$ cat src/rtl/reg_write_arbiter.sv
// Round-robin arbiter that shares the register-file write port between the ALU (A)
// and load (B) writeback paths, with a pending-write scoreboard for RAW stalls.
module reg_write_arbiter #(
    parameter int W       = 8,
    parameter int D       = 3,
    parameter bit ZERO_RO = 1'b0
) (
    input  logic              Clk,
    input  logic              Reset_n,
    input  logic              ValidA,
    input  logic [D-1:0]      AddrA,
    input  logic [W-1:0]      DataA,
    output logic              ReadyA,
    input  logic              ValidB,
    input  logic [D-1:0]      AddrB,
    input  logic [W-1:0]      DataB,
    output logic              ReadyB,
    input  logic              Claim,
    input  logic [D-1:0]      ClaimAddr,
    output logic              WriteEn,
    output logic [D-1:0]      Waddr,
    output logic [W-1:0]      DataIn,
    output logic [2**D-1:0]   PendingMask
);

    localparam int   R     = 2**D;
    localparam logic PTR_A = 1'b0;
    localparam logic PTR_B = 1'b1;

    logic         ptr;
    logic         we_q;
    logic         drop_q;
    logic [D-1:0] waddr_q;
    logic [W-1:0] data_q;
    logic [R-1:0] pend_q;
    logic [R-1:0] pend_next;

    logic         grant_a;
    logic         grant_b;
    logic         grant_any;
    logic         contended;
    logic         grant_zero;
    logic [D-1:0] grant_addr;
    logic [W-1:0] grant_data;

    always_comb begin
        contended  = ValidA & ValidB;
        grant_a    = Reset_n & ValidA & (~ValidB | (ptr == PTR_A));
        grant_b    = Reset_n & ValidB & (~ValidA | (ptr == PTR_B));
        grant_any  = grant_a | grant_b;
        grant_addr = grant_a ? AddrA : AddrB;
        grant_data = grant_a ? DataA : DataB;
        grant_zero = ZERO_RO && (grant_addr == '0);
    end

    assign ReadyA = grant_a;
    assign ReadyB = grant_b;

    // Commit/drop clears first, then a same-cycle claim re-sets the bit (claim wins).
    always_comb begin
        pend_next = pend_q;
        if (we_q)
            pend_next[waddr_q] = 1'b0;
        if (drop_q)
            pend_next[0] = 1'b0;
        if (Claim)
            pend_next[ClaimAddr] = 1'b1;
    end

    always_ff @(posedge Clk) begin
        if (!Reset_n) begin
            ptr     <= PTR_A;
            we_q    <= 1'b0;
            drop_q  <= 1'b0;
            waddr_q <= '0;
            data_q  <= '0;
            pend_q  <= '0;
        end else begin
            we_q   <= grant_any & ~grant_zero;
            drop_q <= grant_any & grant_zero;
            if (grant_any && !grant_zero) begin
                waddr_q <= grant_addr;
                data_q  <= grant_data;
            end
            if (contended)
                ptr <= ~ptr;
            pend_q <= pend_next;
        end
    end

    // Gating with Reset_n keeps a write staged before reset from reaching RegFile
    // during the reset cycle itself.
    assign WriteEn     = Reset_n & we_q;
    assign Waddr       = Reset_n ? waddr_q : '0;
    assign DataIn      = Reset_n ? data_q  : '0;
    assign PendingMask = Reset_n ? pend_q  : '0;

endmodule

$ cat config.mk
export PLATFORM = sky130hd
export DESIGN_NAME = reg_write_arbiter
export DESIGN_NICKNAME = d
export VERILOG_FILES = /design/src/rtl/reg_write_arbiter.sv
export SDC_FILE = /design/constraint.sdc
export NUM_CORES = 1
export LEC_CHECK = 0
export ABC_AREA = 0
export CAP_MARGIN = 20
export CORE_ASPECT_RATIO = 1.75
export CORE_MARGIN = 2
export CORE_UTILIZATION = 44
export CTS_CLUSTER_SIZE = 30
export DETAILED_ROUTE_END_ITERATION = 6
export MAX_ROUTING_LAYER = met4
export PLACE_DENSITY = 0.86
export REMOVE_ABC_BUFFERS = 1
export SLEW_MARGIN = 0
export SYNTH_ARGS = -nofsm -noshare
export SYNTH_HDL_FRONTEND = slang
export SYNTH_SLANG_ARGS = --single-unit
$ cat constraint.sdc
create_clock -name Clk -period 2.88 [get_ports Clk]
set_input_delay 0.288 -clock Clk [delete_from_list [all_inputs] [get_ports Clk]]
set_output_delay 0.288 -clock Clk [all_outputs]
set_load 0.03 [all_outputs]
# [Word-level counts from Yosys, hierarchy flattened]
# Index checks and enable logic that the tools add are counted.
[totals] inputBits=30 elab_cells=37 register_bits=21 output_inout_bits=22
[op_classes] bitwise=15 n_mux=11 reduce_logical=2 n_lt_le_gt_ge=4
[ops] op="$mux 8" n=5
[ops] op="$and 8x8->8" n=1
[ops] op="$lt 3x4->1 const B" n=2
[ops] op="$not 8->8" n=1
[ops] op="$or 8x8->8" n=1
[ops] op="$and 1x1->1" n=6
[ops] op="$demux 1 s3" n=2
[ops] op="$ge 3x1->1 const B" n=2
[ops] op="$mux 3" n=2
[ops] op="$not 1->1" n=3
[ops] op="$or 1x1->1" n=3
[ops] op="$logic_and 1x1->1" n=2
[ops] op="$mux 1" n=2

# [Longest topological paths before layout]
[depth] ltp_word=9 depth_mapped=4

# [Worst setup path before layout]
# OpenSTA, ideal clock, no wires.
[synth_path] kind="flip-flop to output port" startpoint="reg ptr" endpoint="out ReadyA" required_ns=2.592 path_buffers=1 arrival_ns=1.022 path_stages_with_launch=4 path_slack_ns=1.570 cell_sequence="dfxtp_1 > and2_4 > clkbuf_1 > nor2_1"
[synth_between] elab_chain_len=3
[synth_rtl] element="start, declared" line_no="30" rtl="logic ptr;"
[synth_rtl] element="start signal, assigned" line_no="86" rtl="ptr <= ~ptr;"
[synth_rtl] element="$not 1->1" line_no="48" rtl="grant_a = Reset_n & ValidA & (~ValidB | (ptr == PTR_A));"
[synth_rtl] element="$or 1x1->1" line_no="48"
[synth_rtl] element="$and 1x1->1" line_no="48"
[synth_rtl] element="end, declared" line_no="13" rtl="output logic ReadyA,"
# No other way between the ends.

# [Final worst setup path]
[layout_path] startpoint="in Reset_n" endpoint="out ReadyB"
[layout_between] elab_chain_len=2
[layout_rtl] element="start, declared" line_no="9" rtl="input logic Reset_n,"
[layout_rtl] element="$and 1x1->1 (2 in a row)" line_no="49" rtl="grant_b = Reset_n & ValidB & (~ValidA | (ptr == PTR_B));"
[layout_rtl] element="end, declared" line_no="17" rtl="output logic ReadyB,"
# No other way between the ends.

==> metrics.md <==
| Metric | Value |
|---|---|
| Pre-CTS setup slack | `0.6295 ns` |
| Flop-to-flop setup slack | `1.69 ns` |
| Max stage delay cell, worst path | `clkdlybuf4s50_1` |
| NumNets Final | `216` |
| Final Cycle Share | `78.01%` |
| Starting Density | `45.63%` |
| Via count | `1154` |
| Hold crit path type | `reg2reg` |
| Diodes inserted | `0` |
| Final setup TNS | `0 ns` |
| First drt pass iteration count | `3` |
| Crit end category | `output pin` |
| RSZ-0062 raised after global routing | `no` |
| Filler cell count | `225` |
| Most frequent cells in the layout | `clkdlybuf4s50_1 (50), o21ai_0 (28), and2_1 (22)` |
| Critical path fanouts, max | `43` |
| Register bit total from synthesis | `21` |
| Critical Path Start Type | `input pin` |
| Clk buf depth | `2` |
| Final min period | `2.247 ns` |
| Die Wd | `42.20 microns` |
| Path depth of the worst reg2reg path | `3` |
| P_leak | `0.5967 nW` |
| Hold Buf Count CTS | `0` |
| Hold path startpoint | `pend_q[0]` |
| Initial antenna violation count | `0` |
| # IOs | `52` |
| Slew @ Worst Pin | `0.4006 ns` |
| Final Setup Violations | `0` |
| Max Slew Vio Count | `0` |
| Worst endpoint required time | `2.59 ns` |
| Post-synthesis sequential area ratio | `37.42%` |
| Most common cell after layout, fill and taps aside | `clkdlybuf4s50_1` |
| CTS tree | `yes` |
| WHS Endpoint | `pend_q[0]` |
| Remaining Overflow, GRT | `0` |
| Clock latency on the worst-skew pair | `0.26 ns` |
| Fmax | `0.4451 GHz` |
| WP data arrival | `1.96 ns` |
| Cell mode on critical path | `clkdlybuf4s50_1` |
| Post-DP HPWL | `2.114 mm` |
| FF-to-FF Start | `ptr` |
| Synth cell types | `23` |
| Die Y | `70.85 microns` |
| Pwr Density | `408.8 nW/um^2` |
| Final Non-Filler Cells | `211` |
| Status | `completed` |
| Synthesis-to-layout area growth | `48.55%` |
| Number of global-route vias before repair | `1107` |
| Setup CP Type | `in2out` |
| DR vias/cell | `5.469` |
| Critical path, cell by cell | `clkdlybuf4s50_1 -> buf_4 -> nand2_1 -> a21oi_1 -> clkdlybuf4s50_1` |
| First-pass GRT wire length | `4.526 mm` |
| CORE AREA | `2462 sq um` |
| All-Layer GR Usage | `19.96%` |
| Setup Buffers After CTS | `0` |
| Post-cts sizing count | `0` |
| # DRC | `0` |
| Drt initial violations | `14` |
| Die footprint | `2990 sq um` |
| CTS H-Tree Depth | `1` |
| Hold Violations, Final | `0` |
| Clk pin slew, worst setup/hold paths | `0.07 ns` |
| Synth Instances | `139` |
| Cts bufs inserted | `3` |
| Cell area after synthesis | `1124 sq um` |
| Clk_skew | `0.004375 ns` |
| Pwr Total | `0.0006824 W` |
| Inst Count DP | `207` |
| CTS sink cnt | `21` |
| Avg Cell Area, Syn | `8.083 sq um` |
| Peak supply drop | `336.2 uV` |
| Buffers added on ports | `51` |
| Root Buffer | `clkbuf_8` |
| Max_cap viols | `0` |
| Layout cells sized above 1 | `4.324%` |
| Min Hold Slack | `0.4692 ns` |
| Reg-to-reg endpoint | `data_q[1]` |
| Slew headroom | `73.29%` |
| Yosys warns | `0` |
| Overall routed net length | `2.772 mm` |
| Routed wire per std cell | `13.14 microns` |
| Antenna-violating nets left | `0` |
| Pin count of the biggest net entering global routing | `44` |
| Cell Rows | `24` |
| Gp weighted congestion | `0.8484` |
| Largest stage delay on the critical path | `0.68 ns` |
| Final setup margin | `0.6332 ns` |
| Hold Crit Depth | `2` |
-- state kept, by name, indices dropped and copies added (netlist names) --
| register | flops |
|---|---|
| data_q | 8 |
| waddr_q | 3 |
| we_q | 1 |
| pend_q | 8 |
| ptr | 1 |
-- cell usage after synthesis --
cell type  number  area, sq um
and2_1         22        137.6
nand2b_1        3        18.77
buf_6           1        11.26
o31ai_1         2        15.01
a21oi_1         1        5.000
a21boi_1        3        22.52
and2_4          1        8.760
a31oi_1        11        68.82
buf_2           3        15.01
o21ai_0        28        140.1
xnor2_1         1        8.760
dfxtp_1        21        420.4
nand4_1         1        6.260
a21boi_0        5        37.54
nand2_1         7        26.28
or3b_1         11        96.34
nand2_2         1        6.260
nand3_1         4        20.02
nor2b_1         3        18.77
or2_1           1        6.260
inv_1           1        3.750
nor2_1          2        7.510
clkbuf_1        6        22.52
-- metal layers --
layer,share of wire (%),track usage [%]
met5,0,-
met4,5.7,15.28
met3,5.9,2.296
met2,51,33.85
met1,37,20.19
-- report_power, final --
group / leakage [nW] / total [W] / switching, W / internal (W)
registers: 0.174 / 0.000323 / 0.0000130 / 0.000310
logic: 0.397 / 0.000169 / 0.0000814 / 0.0000875
clock network: 0.0255 / 0.000190 / 0.0000940 / 0.0000965
total: 0.597 / 0.000682 / 0.000188 / 0.000494
-- worst max-delay path, delay by kind of cell --
kind                   cells  cell delay [ns]
buffers and inverters      3             1.44
AOI/OAI and AO/OA          1             0.13
and+or+nand+nor            1             0.09
-- worst max-delay path by stage --
stage	depth (start not counted)	slack, ns	start	to
after floorplan	2	1.69	ptr	ReadyA
after global placement	5	0.67	Reset_n	ReadyB
after detailed placement	5	0.63	Reset_n	ReadyB
after CTS	5	0.61	Reset_n	ReadyB
after global routing	5	0.53	Reset_n	ReadyB
final	5	0.63	Reset_n	ReadyB
-- cell type report --
| cell class | count | area [sq um] | area share [%] |
|---|---|---|---|
| clock buffer | 3 | 41.29 | 2.474 |
| tap | 26 | 32.53 | 1.949 |
| timing repair buffer | 52 | 515.5 | 30.88 |
| multi-input combinational | 107 | 650.6 | 38.98 |
| inverter | 1 | 3.754 | 0.2249 |
| clock inverter | 1 | 5.005 | 0.2999 |
| sequential | 21 | 420.4 | 25.19 |
-- stage by stage --
stage / utilization (%) / cell area [sq um]
global placement: 65.90 / 1623
global route: 67.78 / 1669
CTS: 67.78 / 1669
detailed placement: 65.90 / 1623
finish: 67.78 / 1669
floorplan: - / 1075
-- kinds of logic (layout without fill, tap and decap cells) --
logic type / count (synthesis) / count (layout) / synth area share, %
AND/OR/NAND/NOR: 56 / 56 / 31.41
XOR/XNOR: 1 / 1 / 0.7797
flip-flops: 21 / 21 / 37.42
AO/OA/AOI/OAI: 50 / 50 / 25.72
buffers and inverters: 11 / 57 / 4.676
(Power assumes the default switching activity.)
